===== src/rtl/dbus_sram_resp_pkg.sv =====
// Shared data-bus definitions: size codes, responder FSM states, latched request.
package dbus_sram_resp_pkg;

  localparam logic [1:0] SZ_BYTE = 2'd0;
  localparam logic [1:0] SZ_HALF = 2'd1;
  localparam logic [1:0] SZ_WORD = 2'd2;

  typedef enum logic [1:0] {DR_IDLE, DR_ISSUE, DR_WAIT, DR_DONE} dresp_state_t;

  // Request fields that must survive past the accept cycle (read alignment, FSM path)
  typedef struct packed {
    logic       we;
    logic [1:0] size;
    logic [1:0] off;
  } dreq_t;

endpackage


===== src/rtl/dbus_lane.sv =====
// Byte-lane steering for a sub-word access: alignment check, byte strobes,
// lane-replicated write data. Purely combinational; also used by the refill path.
module dbus_lane
  import dbus_sram_resp_pkg::*;
(
  input  logic [1:0]  size,
  input  logic [1:0]  offset,
  input  logic [31:0] data,
  output logic        mis,
  output logic [3:0]  wen,
  output logic [31:0] wdata
);

  // Decode size/offset into strobes and replicate the low bytes across all lanes
  always_comb begin
    mis   = 1'b0;
    wen   = 4'b0000;
    wdata = data;
    case (size)
      SZ_BYTE: begin
        wen   = 4'b0001 << offset;
        wdata = {4{data[7:0]}};
      end
      SZ_HALF: begin
        mis   = offset[0];
        wen   = offset[1] ? 4'b1100 : 4'b0011;
        wdata = {2{data[15:0]}};
      end
      SZ_WORD: begin
        mis = |offset;
        wen = 4'b1111;
      end
      default: mis = 1'b1;
    endcase
  end

endmodule


===== src/rtl/dbus_sram_resp.sv =====
// Data-bus responder: accepts one MEM-stage access, drives a fixed-latency
// single-port SRAM, holds the pipeline until done, returns right-aligned load data.
module dbus_sram_resp
  import dbus_sram_resp_pkg::*;
#(
  parameter int LATENCY = 1
) (
  input  logic        clk,
  input  logic        rst_n,
  input  logic        dbus_en,
  input  logic        dbus_we,
  input  logic [1:0]  dbus_size,
  input  logic [31:0] dbus_addr,
  input  logic [31:0] dbus_data,
  output logic        dbus_stall,
  output logic [31:0] dbus_rdata,
  output logic        dbus_adel,
  output logic        dbus_ades,
  output logic        sram_en,
  output logic [3:0]  sram_wen,
  output logic [31:0] sram_addr,
  output logic [31:0] sram_wdata,
  input  logic [31:0] sram_rdata
);

  localparam logic [2:0] CNT_INIT = 3'(LATENCY - 1);

  dresp_state_t state, state_nxt;
  logic [2:0]   cnt;
  dreq_t        req_q;
  logic         mis, is_idle, accept;
  logic [3:0]   lane_wen;
  logic [31:0]  lane_wdata, rd_shift, rd_aligned;

  dbus_lane u_lane (
    .size  (dbus_size),
    .offset(dbus_addr[1:0]),
    .data  (dbus_data),
    .mis   (mis),
    .wen   (lane_wen),
    .wdata (lane_wdata)
  );

  // Only IDLE looks at the bus; errors are flagged there without touching the SRAM
  assign is_idle   = (state == DR_IDLE);
  assign accept    = is_idle & dbus_en & ~mis;
  assign dbus_adel = is_idle & dbus_en & ~dbus_we & mis;
  assign dbus_ades = is_idle & dbus_en &  dbus_we & mis;

  // Next state and stall; stall covers the accept cycle through the capture cycle
  always_comb begin
    state_nxt  = state;
    dbus_stall = 1'b0;
    case (state)
      DR_IDLE: if (accept) begin
        state_nxt  = DR_ISSUE;
        dbus_stall = 1'b1;
      end
      DR_ISSUE: begin
        dbus_stall = 1'b1;
        state_nxt  = req_q.we ? DR_DONE : DR_WAIT;
      end
      DR_WAIT: begin
        dbus_stall = 1'b1;
        if (cnt == 3'd0) state_nxt = DR_DONE;
      end
      default: state_nxt = DR_IDLE;
    endcase
  end

  // State register
  always_ff @(posedge clk or negedge rst_n) begin
    if (!rst_n) state <= DR_IDLE;
    else        state <= state_nxt;
  end

  // Read-latency countdown, armed as the SRAM strobe goes out
  always_ff @(posedge clk or negedge rst_n) begin
    if (!rst_n)                                 cnt <= 3'd0;
    else if (state == DR_ISSUE)                 cnt <= CNT_INIT;
    else if (state == DR_WAIT && cnt != 3'd0)   cnt <= cnt - 3'd1;
  end

  // Latch the request so bus changes while busy are ignored
  always_ff @(posedge clk or negedge rst_n) begin
    if (!rst_n)      req_q <= '0;
    else if (accept) req_q <= '{we: dbus_we, size: dbus_size, off: dbus_addr[1:0]};
  end

  // SRAM port registers; strobe is a single-cycle pulse, byte enables only for stores
  always_ff @(posedge clk or negedge rst_n) begin
    if (!rst_n) begin
      sram_en    <= 1'b0;
      sram_wen   <= 4'b0000;
      sram_addr  <= '0;
      sram_wdata <= '0;
    end else begin
      sram_en  <= accept;
      sram_wen <= (accept && dbus_we) ? lane_wen : 4'b0000;
      if (accept) begin
        sram_addr  <= {dbus_addr[31:2], 2'b00};
        sram_wdata <= lane_wdata;
      end
    end
  end

  // Right-align the raw word by the latched offset, then zero above the access size
  always_comb begin
    rd_shift   = sram_rdata >> {req_q.off, 3'b000};
    rd_aligned = rd_shift;
    case (req_q.size)
      SZ_BYTE: rd_aligned = {24'h0, rd_shift[7:0]};
      SZ_HALF: rd_aligned = {16'h0, rd_shift[15:0]};
      default: rd_aligned = rd_shift;
    endcase
  end

  // Load result register, captured in the last WAIT cycle and held until the next load
  always_ff @(posedge clk or negedge rst_n) begin
    if (!rst_n)                               dbus_rdata <= '0;
    else if (state == DR_WAIT && cnt == 3'd0) dbus_rdata <= rd_aligned;
  end

endmodule


===== config.mk =====
export PLATFORM = sky130hd
export DESIGN_NAME = dbus_sram_resp
export DESIGN_NICKNAME = d
export VERILOG_FILES = /design/src/rtl/dbus_sram_resp_pkg.sv /design/src/rtl/dbus_lane.sv /design/src/rtl/dbus_sram_resp.sv
export SDC_FILE = /design/constraint.sdc
export NUM_CORES = 1
export LEC_CHECK = 0
export CAP_MARGIN = 0
export CORE_MARGIN = 2
export CORE_UTILIZATION = 30
export DETAILED_ROUTE_END_ITERATION = 16
export PLACE_DENSITY = 0.71
export SYNTH_ARGS = -nofsm -noshare
export SYNTH_HDL_FRONTEND = slang
export SYNTH_SLANG_ARGS = --single-unit

===== constraint.sdc =====
create_clock -name clk -period 2.2 [get_ports clk]
set_input_delay 0.33 -clock clk [delete_from_list [all_inputs] [get_ports clk]]
set_output_delay 0.33 -clock clk [all_outputs]
set_load 0.01 [all_outputs]

==> run metrics <==
first-pass GRT wire length 22600 µm; Sequential cell area 2730 µm²; DRC 0; Post-Synthesis Cells 428; Final #Nets 741; cell family with most CP delay buffers and inverters; Final Wtd Congestion 0.853; dominant synthesized flop cell dfrtp_1; TritonCTS Buffers 9; Clock Path Buffers 2; final antenna-violating net count 0; hold path startpoint sram_wdata[26]$_DFFE_PN0N_; clock tree from TritonCTS built; total power draw 0.00966 W; syn avg cell area 11.6 µm²; final std cells w/o fill 854; Slew headroom 0.523; Place WS -138 ps; drt wl/cell 16.6 µm; CP max stage cell dfrtp_1; WP buf/inv 2; Pre-Repair DR Iteration Count 4; clock root buffer clkbuf_16; max cap viols 0; Initial Util 0.309; Tmin final 2050 ps; die height 132 µm; Final Hold Fails 0; Final setup viols 0; fmax 0.487 GHz; vias in the first global route 4230; Layout area overhead 54.2%; part of the power in the clock network 0.196; H-tree depth 3; grt total ovfl 0; critical path class flop to primary output; Core Region 16000 µm²; Rows 46; Clock transition at path regs 70 ps; fraction of layout cells with a size suffix above 1 0.141; initial antenna violation count 0; final worst slack 148 ps; Antenna diodes 0; Die X 132 µm; 1st-iter DRT viols 109; CP peak stage delay 400 ps; EDFF count, synth 0; worst r2r src state[1]$_DFFE_PN0P_; worst-path fanout max 4; Worst-Margin Slew 713 ps; # IOs 206; outcome finished, final reports clean; fin crit share 0.933; CP Capture Type primary output; placed cells 837; CP arrival 1720 ps; Final Slew Violations 0; P_sw 0.00314 W; Critical Path Source state[1]$_DFFE_PN0P_; Max rail drop VDD 0.685 mV; DIE AREA 17500 µm²; switching share of power 0.325; CP startpoint kind flop; HPWL Detailed 10400 µm; part of the power in registers 0.346; worst skew pair latency 350 ps; CTS Sinks 109; power share of the combinational group 0.458; Mapped Area 4950 µm²; Post-synth ARST share 1.00; IO buf count 203; post-synthesis sequential area ratio 0.551; Int Power 0.00652 W; Via-to-Cell Ratio 4.73; cells along the critical path inv_1 > ha_2 > nand2_1 > nor4_1 > dlygate4sd2_1; Leak 3.31 nW; post-synth top area share 0.551; RSZ-0062 raised after global routing no; Multi-input gate area 2050 µm²; Fill cells 1485; Netlist cell types 35; Area contributors post-synth dfrtp_1 (55%), mux2_2 (11%), mux2i_1 (8.3%), o21ai_0 (4.8%), nand2_1 (3.7%); area leader, netlist dfrtp_1; Ys Warns 0; WL final 14100 µm; pwr/cell area 1270 nW/µm²; Setup Skew 6.57 ps; CP required 1870 ps; #FFs+latches synth 109; Hold Path Class flop to flop; GR Util All Layers 0.163; largest net degree at the start of global routing 62; Vias 4043
[final cells by class]
class | count | share of cell area
clock buffers | 11 | 0.0318
clock inverters | 5 | 0.0141
inverters | 10 | 0.00492
multi-input cells | 282 | 0.268
flip-flops and latches | 109 | 0.358
well taps | 216 | 0.0354
repair buffers | 221 | 0.288
[sequential cells by signal (all words and copies together), names as in the netlist]
| name | flops |
|---|---|
| cnt | 3 |
| dbus_rdata | 32 |
| req_q | 5 |
| sram_addr | 30 |
| sram_en | 1 |
| sram_wdata | 32 |
| sram_wen | 4 |
| state | 2 |
[power by group through the flow]
stage | Combinational (W) | Clock [W] | Sequential (W)
after floorplan | 0.00173 | 0 | 0.00368
after global placement | 0.00440 | 0 | 0.00334
after detailed placement | 0.00447 | 0 | 0.00338
after CTS | 0.00447 | 0.00196 | 0.00335
after global routing | 0.00477 | 0.00205 | 0.00345
final | 0.00442 | 0.00189 | 0.00334
[cells by family (layout without fill, tap and decap cells)]
kind of cell | Yosys count | in the layout | synth area share
buffers and inverters | 38 | 247 | 0.0382
AO/OA/AOI/OAI | 100 | 100 | 0.122
multiplexers | 88 | 88 | 0.190
adder cells (fa/ha/maj) | 6 | 6 | 0.0152
other | 1 | 2 | 0.000758
AND/OR/NAND/NOR | 84 | 84 | 0.0794
flip-flops | 109 | 109 | 0.551
XOR/XNOR | 2 | 2 | 0.00354
[per-layer routing]
metal | GRT usage | part of all wire | vias to the layer above
li1 | - | - | 1908
met1 | 0.194 | 0.40 | 1943
met2 | 0.271 | 0.49 | 181
met3 | 0.0697 | 0.095 | 11
met4 | 0.0430 | 0.013 | 0
met5 | 0 | 0 | -
[metrics by stage]
| stage | util | area [µm²] | hold slack (ps) | TNS, ps |
|---|---|---|---|---|
| final | 0.477 | 7630 | 480 | 0 |
| after global routing | 0.477 | 7630 | 511 | 0 |
| after CTS | 0.477 | 7630 | 489 | 0 |
| after detailed placement | 0.455 | 7270 | 338 | -2080 |
| after global placement | 0.455 | 7270 | 334 | -150 |
| after floorplan | - | 4950 | 34.4 | 0 |
[worst reg2reg max path: stages, from the launching register on]
cell      delay, ps
dfrtp_1         380
inv_1            90
ha_2            200
nand2_1         110
o21bai_4        140
buf_4           230
buf_4           310
mux2_2          390
[placed cells by master, fill, tap and decap left out, drive strengths merged, types with 2 or more instances in the layout]
cell,synthesis,final
a211oi,8,8
a21oi,24,24
a22o,17,17
buf,21,18
bufinv,0,3
clkbuf,7,12
clkdlybuf4s50,0,199
clkinv,0,2
conb,1,2
dfrtp,109,109
dlygate4sd2,0,2
ha,6,6
inv,10,10
mux2,47,47
mux2i,41,41
nand2,49,49
nand2b,2,2
nor2,16,16
nor2b,9,9
nor4,2,2
o21ai,47,47
[repair_timing]
action	in CTS	in global routing
setup endpoints to repair	3	1
endpoints found under the hold margin	33	0
cloned	0	0
resized for setup	3	3
buffers inserted	0	0
hold buffers	1	0
[worst paths after layout]
kind	endpoint	slack [ps]	cells after the start
setup / recovery	dbus_adel	150	5
hold / removal	sram_wdata[26]$_DFFE_PN0N_	480	2
setup reg to reg	sram_addr[11]$_DFFE_PN0N_	240	7
hold reg to reg	sram_wdata[26]$_DFFE_PN0N_	480	2
max in group asynchronous	sram_addr[23]$_DFFE_PN0N_	1040	3
min in group asynchronous	sram_wen[1]$_DFF_PN0_	490	2
[synthesized netlist by cell type (7+ instances only)]
| cell type | instances |
|---|---|
| a211oi_1 | 8 |
| a21oi_1 | 23 |
| a22o_1 | 17 |
| buf_2 | 13 |
| clkbuf_1 | 7 |
| dfrtp_1 | 109 |
| inv_1 | 10 |
| mux2_2 | 47 |
| mux2i_1 | 41 |
| nand2_1 | 49 |
| nor2_1 | 14 |
| nor2b_1 | 9 |
| o21ai_0 | 47 |
(Power assumes the default switching activity.)
